===== config.mk =====
export PLATFORM = sky130hd
export DESIGN_NAME = alu_bitserial_seq_flat
export DESIGN_NICKNAME = d
export VERILOG_FILES = /design/src/rtl/alu_bitserial_seq_pkg.sv /design/src/rtl/alu_bitserial_seq_if.sv /design/src/rtl/alu_bitserial_seq_bit_slice.sv /design/src/rtl/alu_bitserial_seq.sv /design/src/flat_wrapper.sv
export SDC_FILE = /design/constraint.sdc
export NUM_CORES = 1
export LEC_CHECK = 0
export ABC_CLOCK_PERIOD_IN_PS = 5390
export CAP_MARGIN = 10
export CORE_MARGIN = 2
export CORE_UTILIZATION = 45
export DETAILED_ROUTE_END_ITERATION = 8
export PLACE_DENSITY_LB_ADDON = 0.25
export SLEW_MARGIN = 20
export SYNTH_ARGS = -nofsm -noshare
export SYNTH_HDL_FRONTEND = slang
export SYNTH_SLANG_ARGS = --single-unit

===== constraint.sdc =====
create_clock -name clk -period 5.39 [get_ports clk]
set_input_delay 1.078 -clock clk [delete_from_list [all_inputs] [get_ports clk]]
set_output_delay 1.078 -clock clk [all_outputs]
set_load 0.02 [all_outputs]

===== src/rtl/alu_bitserial_seq_pkg.sv =====
// alu_pkg: opcodes, sequencer state encoding and the carry majority helper
// shared by the bit-serial ALU files.
`default_nettype none

package alu_pkg;

    localparam logic [1:0] OP_AND = 2'b00;
    localparam logic [1:0] OP_OR  = 2'b01;
    localparam logic [1:0] OP_XOR = 2'b10;
    localparam logic [1:0] OP_ADD = 2'b11;

    typedef enum logic [1:0] {
        ST_IDLE = 2'd0,
        ST_RUN  = 2'd1,
        ST_DONE = 2'd2
    } state_t;

    function automatic logic maj3(input logic x, input logic y, input logic z);
        return (x & y) | (x & z) | (y & z);
    endfunction

endpackage

`default_nettype wire


===== src/rtl/alu_bitserial_seq_if.sv =====
// alu_bitserial_seq_if: start/busy/done request bus of the bit-serial ALU.
// Optional macro ALU_SUB_EN adds the sub request bit.
`default_nettype none

interface alu_bitserial_seq_if #(
    parameter int WIDTH = 8
) ();
    logic             start;
    logic [1:0]       op;
    logic [WIDTH-1:0] a;
    logic [WIDTH-1:0] b;
`ifdef ALU_SUB_EN
    logic             sub;
`endif
    logic             busy;
    logic             done;
    logic [WIDTH-1:0] result;
    logic             carry_out;
    logic             zero;

`ifdef ALU_SUB_EN
    modport master (output start, op, a, b, sub,
                    input  busy, done, result, carry_out, zero);
    modport slave  (input  start, op, a, b, sub,
                    output busy, done, result, carry_out, zero);
`else
    modport master (output start, op, a, b,
                    input  busy, done, result, carry_out, zero);
    modport slave  (input  start, op, a, b,
                    output busy, done, result, carry_out, zero);
`endif
endinterface

`default_nettype wire


===== src/rtl/alu_bitserial_seq_bit_slice.sv =====
// alu_bit_slice: one-bit ALU cell, forms AND/OR/XOR/SUM and selects by op.
`default_nettype none

module alu_bit_slice
    import alu_pkg::*;
(
    input  wire logic       a_bit,
    input  wire logic       b_bit,
    input  wire logic       cin,
    input  wire logic [1:0] op,
    output logic            y,
    output logic            cout
);

    always_comb begin
        y = 1'b0;
        case (op)
            OP_AND:  y = a_bit & b_bit;
            OP_OR:   y = a_bit | b_bit;
            OP_XOR:  y = a_bit ^ b_bit;
            default: y = a_bit ^ b_bit ^ cin;
        endcase
        // Logic ops never propagate a carry, so the chain stays at zero.
        cout = (op == OP_ADD) ? maj3(a_bit, b_bit, cin) : 1'b0;
    end

endmodule

`default_nettype wire


===== src/rtl/alu_bitserial_seq.sv =====
// alu_bitserial_seq: LSB-first bit-serial ALU sequencer (IDLE/RUN/DONE).
// Optional macro ALU_SUB_EN enables a-b via inverted b and carry-in of 1.
`default_nettype none

module alu_bitserial_seq
    import alu_pkg::*;
#(
    parameter int WIDTH = 8
) (
    input  wire logic          clk,
    input  wire logic          rst_n,
    alu_bitserial_seq_if.slave bus
);

    localparam int              CNT_W = (WIDTH > 1) ? $clog2(WIDTH) : 1;
    localparam logic [CNT_W-1:0] LAST = CNT_W'(WIDTH - 1);

    state_t           state;
    logic [WIDTH-1:0] a_sh, b_sh, shadow, result_r;
    logic [1:0]       op_r;
    logic             carry, busy_r, done_r, carry_out_r, zero_r;
    logic [CNT_W-1:0] cnt;
    logic             b_bit, sel_bit, cout;
    logic [WIDTH-1:0] shadow_nxt;

`ifdef ALU_SUB_EN
    logic sub_r;
    assign b_bit = b_sh[0] ^ (sub_r & (op_r == OP_ADD));
`else
    assign b_bit = b_sh[0];
`endif

    alu_bit_slice u_slice (
        .a_bit (a_sh[0]),
        .b_bit (b_bit),
        .cin   (carry),
        .op    (op_r),
        .y     (sel_bit),
        .cout  (cout)
    );

    assign shadow_nxt = {sel_bit, {(WIDTH-1){1'b0}}} | (shadow >> 1);

    always_ff @(posedge clk or negedge rst_n) begin
        if (!rst_n) begin
            state       <= ST_IDLE;
            a_sh        <= '0;
            b_sh        <= '0;
            shadow      <= '0;
            op_r        <= OP_AND;
            carry       <= 1'b0;
            cnt         <= '0;
            busy_r      <= 1'b0;
            done_r      <= 1'b0;
            result_r    <= '0;
            carry_out_r <= 1'b0;
            zero_r      <= 1'b1;
`ifdef ALU_SUB_EN
            sub_r       <= 1'b0;
`endif
        end else begin
            done_r <= 1'b0;
            case (state)
                ST_IDLE, ST_DONE: begin
                    if (bus.start) begin
                        a_sh   <= bus.a;
                        b_sh   <= bus.b;
                        op_r   <= bus.op;
                        shadow <= '0;
                        cnt    <= '0;
                        busy_r <= 1'b1;
                        state  <= ST_RUN;
`ifdef ALU_SUB_EN
                        sub_r  <= bus.sub;
                        carry  <= bus.sub & (bus.op == OP_ADD);
`else
                        carry  <= 1'b0;
`endif
                    end else if (state == ST_DONE) begin
                        state <= ST_IDLE;
                    end
                end
                ST_RUN: begin
                    a_sh   <= a_sh >> 1;
                    b_sh   <= b_sh >> 1;
                    shadow <= shadow_nxt;
                    carry  <= cout;
                    if (cnt == LAST) begin
                        state       <= ST_DONE;
                        busy_r      <= 1'b0;
                        done_r      <= 1'b1;
                        result_r    <= shadow_nxt;
                        carry_out_r <= cout;
                        zero_r      <= (shadow_nxt == '0);
                    end else begin
                        cnt <= cnt + CNT_W'(1);
                    end
                end
                default: state <= ST_IDLE;
            endcase
        end
    end

    assign bus.busy      = busy_r;
    assign bus.done      = done_r;
    assign bus.result    = result_r;
    assign bus.carry_out = carry_out_r;
    assign bus.zero      = zero_r;

endmodule

`default_nettype wire


===== src/flat_wrapper.sv =====
// flat-port wrapper written by rule: the top's interface ports become plain ports
module alu_bitserial_seq_flat import alu_pkg::*;
#(
    parameter int WIDTH = 8
)
  (clk, rst_n, bus_start, bus_op, bus_a, bus_b, bus_busy, bus_done, bus_result, bus_carry_out, bus_zero);
  alu_bitserial_seq_if #(.WIDTH(WIDTH)) bus_i ();
  input  wire logic clk;
  input  wire logic rst_n;
  input wire logic [$bits(bus_i.start)-1:0] bus_start;
  input wire logic [$bits(bus_i.op)-1:0] bus_op;
  input wire logic [$bits(bus_i.a)-1:0] bus_a;
  input wire logic [$bits(bus_i.b)-1:0] bus_b;
  output wire logic [$bits(bus_i.busy)-1:0] bus_busy;
  output wire logic [$bits(bus_i.done)-1:0] bus_done;
  output wire logic [$bits(bus_i.result)-1:0] bus_result;
  output wire logic [$bits(bus_i.carry_out)-1:0] bus_carry_out;
  output wire logic [$bits(bus_i.zero)-1:0] bus_zero;
  assign bus_i.start = bus_start;
  assign bus_i.op = bus_op;
  assign bus_i.a = bus_a;
  assign bus_i.b = bus_b;
  assign bus_busy = bus_i.busy;
  assign bus_done = bus_i.done;
  assign bus_result = bus_i.result;
  assign bus_carry_out = bus_i.carry_out;
  assign bus_zero = bus_i.zero;
  alu_bitserial_seq #(.WIDTH(WIDTH)) u_core (.clk(clk), .rst_n(rst_n), .bus(bus_i));
endmodule

Word-level counts from Yosys, hierarchy flattened
Index checks and enable logic that the tools add are counted.

Add/subtract/negate cells: 1. Eq/ne operators: 10. Multiplexer cells: 22. Bitwise logic cells: 9. Reductions and logical operators: 11.

Operator list (number): $pmux 8 s2 (3); $mux 8 (3); $logic_not 8->1 (1); $or 8x7->8 (1); $reduce_and 2->1 (4); $eq 2x2->1 const B (3); $mux 1 (6); $mux 2 (3); $mux 3 (2); $pmux 3 s2 (1); $reduce_and 3->1 (2); $eq 2x1->1 const B (2); $logic_not 2->1 (2); $ne 2x2->1 const B (2); $pmux 1 s2 (2); $pmux 2 s2 (1); $add 3x1->3 const B (1); $and 1x1->1 (3); $eq 3x3->1 const B (1); $ne 3x2->1 const B (1); $or 1x1->1 (3); $pmux 1 s3 (1); $ne 2x1->1 const B (1); $reduce_bool 2->1 (1); other kinds (2) (3).

Flip-flop bits (word level): 44. Input bits: 21. Output and inout port bits: 12. Logic and storage cells: 65.

Logic depth before layout (Yosys ltp)
Depth after elaboration: 5. Mapped depth: 6. Gate-level depth less buffers: 5.

By module
From an unflattened synthesis, not the netlist that was laid out.

Cell total of the unflattened synthesis: 141. Area, all modules: 1805.5 um^2.

By module, submodules not included: alu_bitserial_seq (times used 1, cells an instance 130, area an instance 1711.6 um^2, sequential area each 1077.3 um^2); alu_bit_slice (times used 1, cells an instance 11, area an instance 93.8 um^2, sequential area each 0.0 um^2).

Worst setup path after synthesis
Ideal clock, no wire load.

Kind: input -> register. From: input port bus_start. To: register u_core.a_sh[0]. Setup time: 0.126 ns. Data arrival time: 1.787 ns. Required time: 5.264 ns. Path slack: 3.477 ns. Stages on the path: 4. Path buffers: 1. Path through: nor2b_1 > buf_4 > nor3_1 > a221o_1.

Longest elaborated chain between the ends: 2.

Ends and longest elaborated chain: start: declaration (RTL line flat_wrapper.sv:10) `input wire logic [$bits(bus_i.start)-1:0] bus_start;`; $ne 2x2->1 (no source line); $reduce_and 2->1 (no source line); end signal: assignment (RTL line alu_bitserial_seq.sv:66) `a_sh <= bus.a;`; end signal: assignment (RTL line alu_bitserial_seq.sv:84) `a_sh <= a_sh >> 1;`; end: declaration (RTL line alu_bitserial_seq.sv:19) `logic [WIDTH-1:0] a_sh, b_sh, shadow, result_r;`.

Every way passes these cells. A chain may end at the register's enable or synchronous reset.

Worst setup path in the final report
From: input port bus_start. To: register u_core.shadow[7].

Longest elaborated chain between the ends: 2.

Ends and longest elaborated chain: $ne 2x2->1 (no source line); $reduce_and 2->1 (no source line); end signal: assignment (RTL line alu_bitserial_seq.sv:86) `shadow <= shadow_nxt;`; end: declaration (RTL line alu_bitserial_seq.sv:19).

Every way passes these cells.

==> summary.md <==
| Metric | Value |
|---|---|
| Hold Crit Start | u_core.b_sh[4] |
| Required arrival time at the worst endpoint | 5620 ps |
| Crit path capture type | register |
| Startpoint-to-endpoint class of the critical path | in -> reg |
| Result of the run | complete, no violations |
| Sequential fraction of the synthesis area | 58.85% |
| Site row count | 23 |
| Overall Global Routing Usage | 17.14% |
| Maximum number of pins on one net before global-route repair | 44 |
| Starting utilization of the core area | 46.09% |
| R2r worst-path depth | 5 |
| Nature of the critical path startpoint | primary input |
| Final GP Congestion | 0.6844 |
| Finished Core Util | 57.66% |
| LEAKAGE | 0.001134 uW |
| Areal power density over the cells | 588.6 nW/um^2 |
| Share of cells above drive strength 1 | 13.79% |
| Max Fclk | 397.4 MHz |
| WL per Instance | 15.18 um |
| Arrival time of the worst setup path | 2750 ps |
| Latest clock arrival within the worst-skew pair | 300 ps |
| Fin crit period | 2517 ps |
| Setup slack of the worst register-to-register path | 3430 ps |
| Router iterations before antenna repair | 4 |
| Busiest grt layer | met2 |
| Post-synth top flop | dfrtp_1 |
| Number of nets in the layout | 199 |
| Clock slew at the register clock pins of the worst setup and hold paths | 80 ps |
| Slew at the pin with the worst max-slew slack | 921.1 ps |
| Longest individual stage delay on the worst path | 670 ps |
| Num CTS Buffers | 5 |
| Number of levels in the clock H-tree | 2 |
| Area of the core | 3971 um^2 |
| Drc violations | 0 |
| Max Cap Viol | 0 |
| Crit path cell chain | clkdlybuf4s50_1 -> nor2b_1 -> buf_4 -> nor2_2 -> a22o_1 |
| Number of antenna-violating nets in the routed design | 0 |
| Vertical extent of the die | 67.78 um |
| EDFF count, synth | 0 |
| Final max-slew violation count | 0 |
| DIE AREA | 4594 um^2 |
| Number of fill cells in the layout | 341 |
| Worst Hold Depth | 1 |
| Setup-violating endpoint count in the final report | 0 |
| Critical Path Start | bus_start |
| Netlist cell types | 29 |
| Average vias per placed instance | 5.313 |
| CTS resizes | 0 |
| Number of ports placed on the die boundary | 33 |
| Share of the clock period used by the worst path after layout | 46.69% |
| Met3 routing resource usage after global routing | 3.500% |
| Crit path max fanout | 22 |
| Hold Violations, Final | 0 |
| Root Buffer Master | clkbuf_8 |
| Worst min path class | reg -> reg |
| Total of flip-flops plus latches after synthesis | 43 |
| Async SR Flop Fraction | 100.0% |
| Number of warnings printed during yosys synthesis | 0 |
| Wire length after detailed routing | 3400 um |
| Vias in the first global route | 1239 |
| ANT cells | 0 |
| Mapped Avg Cell Area | 12.98 um^2 |
| Worst-case headroom to the max-slew limit | 38.60% |
| Die extent in x | 67.78 um |
| Grt total ovfl | 0 |
| Total number of vias | 1190 |
| End point of the most critical hold path | u_core.b_sh[4] |
| Critical R2R Launch | u_core.a_sh[0] |
| Met2 track demand over resource | 27.57% |
| Netlist area before placement | 1831 um^2 |
| Cells after synthesis | 141 |
| DRC violation total after the first TritonRoute iteration | 88 |
| Worst-case clock buffer depth | 2 |
| Count of buffers inserted at the top-level ports | 32 |
| Initial antenna violation count | 0 |
| Setup repair after global routing missed its margin | false |
| R2r endpoint | u_core.bus.result[7] |
| Skew final | 7.204 ps |
| Slowest cell on crit path | nor2_2 |
| CTS tree | yes |
| Number of nets produced by synthesis | 167 |
| Post-detailed-placement half-perimeter wirelength | 2373 um |
| Routing usage on met1 | 21.62% |
| Synth-to-layout area growth | 25.09% |
| Total Neg Setup Slack | 0 ps |
| Worst vdd rail ir drop | 346.9 uV |
| First-pass GRT wire length | 5720 um |
| Total setup buffers inserted after CTS | 0 |
| Total clock sinks | 43 |
| Cts-stage hold buffer count | 0 |
## power by group
| part | internal (uW) | total (uW) | leakage [uW] | switching (uW) |
|---|---|---|---|---|
| combinational | 263 | 513 | 0.000521 | 250 |
| clock | 185 | 293 | 0.0000654 | 108 |
| sequential | 456 | 542 | 0.000547 | 86.6 |
| total | 904 | 1350 | 0.00113 | 444 |
## flip-flops by register name (all words and copies together), names as in the netlist
register / flops
u_core.bus.done: 1
u_core.state: 2
u_core.bus.carry_out: 1
u_core.a_sh: 8
u_core.bus.result: 8
u_core.b_sh: 8
u_core.bus.zero: 1
u_core.op_r: 2
u_core.bus.busy: 1
u_core.cnt: 3
u_core.carry: 1
u_core.shadow: 7
## synth_stat cells (2+ instances only)
| master | instances | area [um^2] |
|---|---|---|
| dfrtp_1 | 42 | 1051 |
| a22o_1 | 22 | 192.7 |
| a21o_1 | 12 | 90.09 |
| nand2_1 | 9 | 33.78 |
| inv_1 | 8 | 30.03 |
| mux2_2 | 8 | 90.09 |
| ha_1 | 4 | 50.05 |
| o21ai_1 | 4 | 20.02 |
| buf_4 | 3 | 22.52 |
| nand3_1 | 3 | 15.01 |
| nor2_1 | 3 | 11.26 |
| nor3_1 | 3 | 15.01 |
| a221o_1 | 2 | 20.02 |
| buf_2 | 2 | 10.01 |
| buf_6 | 2 | 22.52 |
## cell families (layout without fill, tap and decap cells)
kind of cell	count (synthesis)	in the layout	synth area share, %
fa+ha+maj	5	5	3.828
flops	43	43	58.85
compound gates	40	40	17.64
mux	10	10	6.972
simple gates	26	26	7.656
buf+inv	17	50	5.058
## worst max-delay path: cells and delay by family
| family | cells | cell delay, ps |
|---|---|---|
| AO/OA/AOI/OAI | 1 | 250 |
| buffers and inverters | 2 | 620 |
| AND/OR/NAND/NOR | 2 | 800 |
## stage by stage
stage / hold WS (ps) / cell area (um^2) / setup slack [ps] / instances / power (uW)
2_1_floorplan: 449.6 / 1831 / 3477 / 141 / 923.8
5_1_grt: 500.3 / 2290 / 2751 / 224 / 1446
3_5_place_dp: 465.4 / 2157 / 2578 / 216 / 1069
3_3_place_gp: 457.6 / 2157 / 2615 / 216 / 1034
4_1_cts: 484.6 / 2290 / 2861 / 224 / 1362
6_report: 481.0 / 2290 / 2873 / 224 / 1348
## layout make-up
type | count | area, um^2 | area share, %
multi-input combinational | 81 | 660.6 | 28.85
timing repair buffer | 33 | 322.8 | 14.10
tap | 50 | 62.56 | 2.732
clock inverter | 2 | 60.06 | 2.623
clock buffer | 6 | 72.57 | 3.169
sequential | 43 | 1077 | 47.05
inverter | 9 | 33.78 | 1.475
## layer usage
layer,routed length [um],part of all wire (%)
met3,126,3.7
met1,1574,46
met5,0,0
met2,1639,48
met4,59,1.7
## cell usage in the layout (no fill, tap or decap), types with 2 or more instances in the layout
cell type,count
a221o_1,2
o21ai_1,4
nor3_1,3
dfrtp_1,42
nand2_1,9
a21o_1,12
a22o_1,22
mux2_2,8
ha_1,4
nor2_1,3
nand3_1,3
clkdlybuf4s50_1,31
inv_1,8
bufinv_16,2
clkbuf_8,5
## how the worst max path moves through the flow
stage,depth (start not counted),to,slack [ps]
finish,5,u_core.shadow[7],2870
global route,5,u_core.shadow[7],2750
CTS,1,bus_zero,2860
detailed placement,5,u_core.shadow[7],2580
global placement,5,u_core.carry,2610
floorplan,4,u_core.a_sh[0],3480
Note: power is estimated with default switching activity, not from simulation.
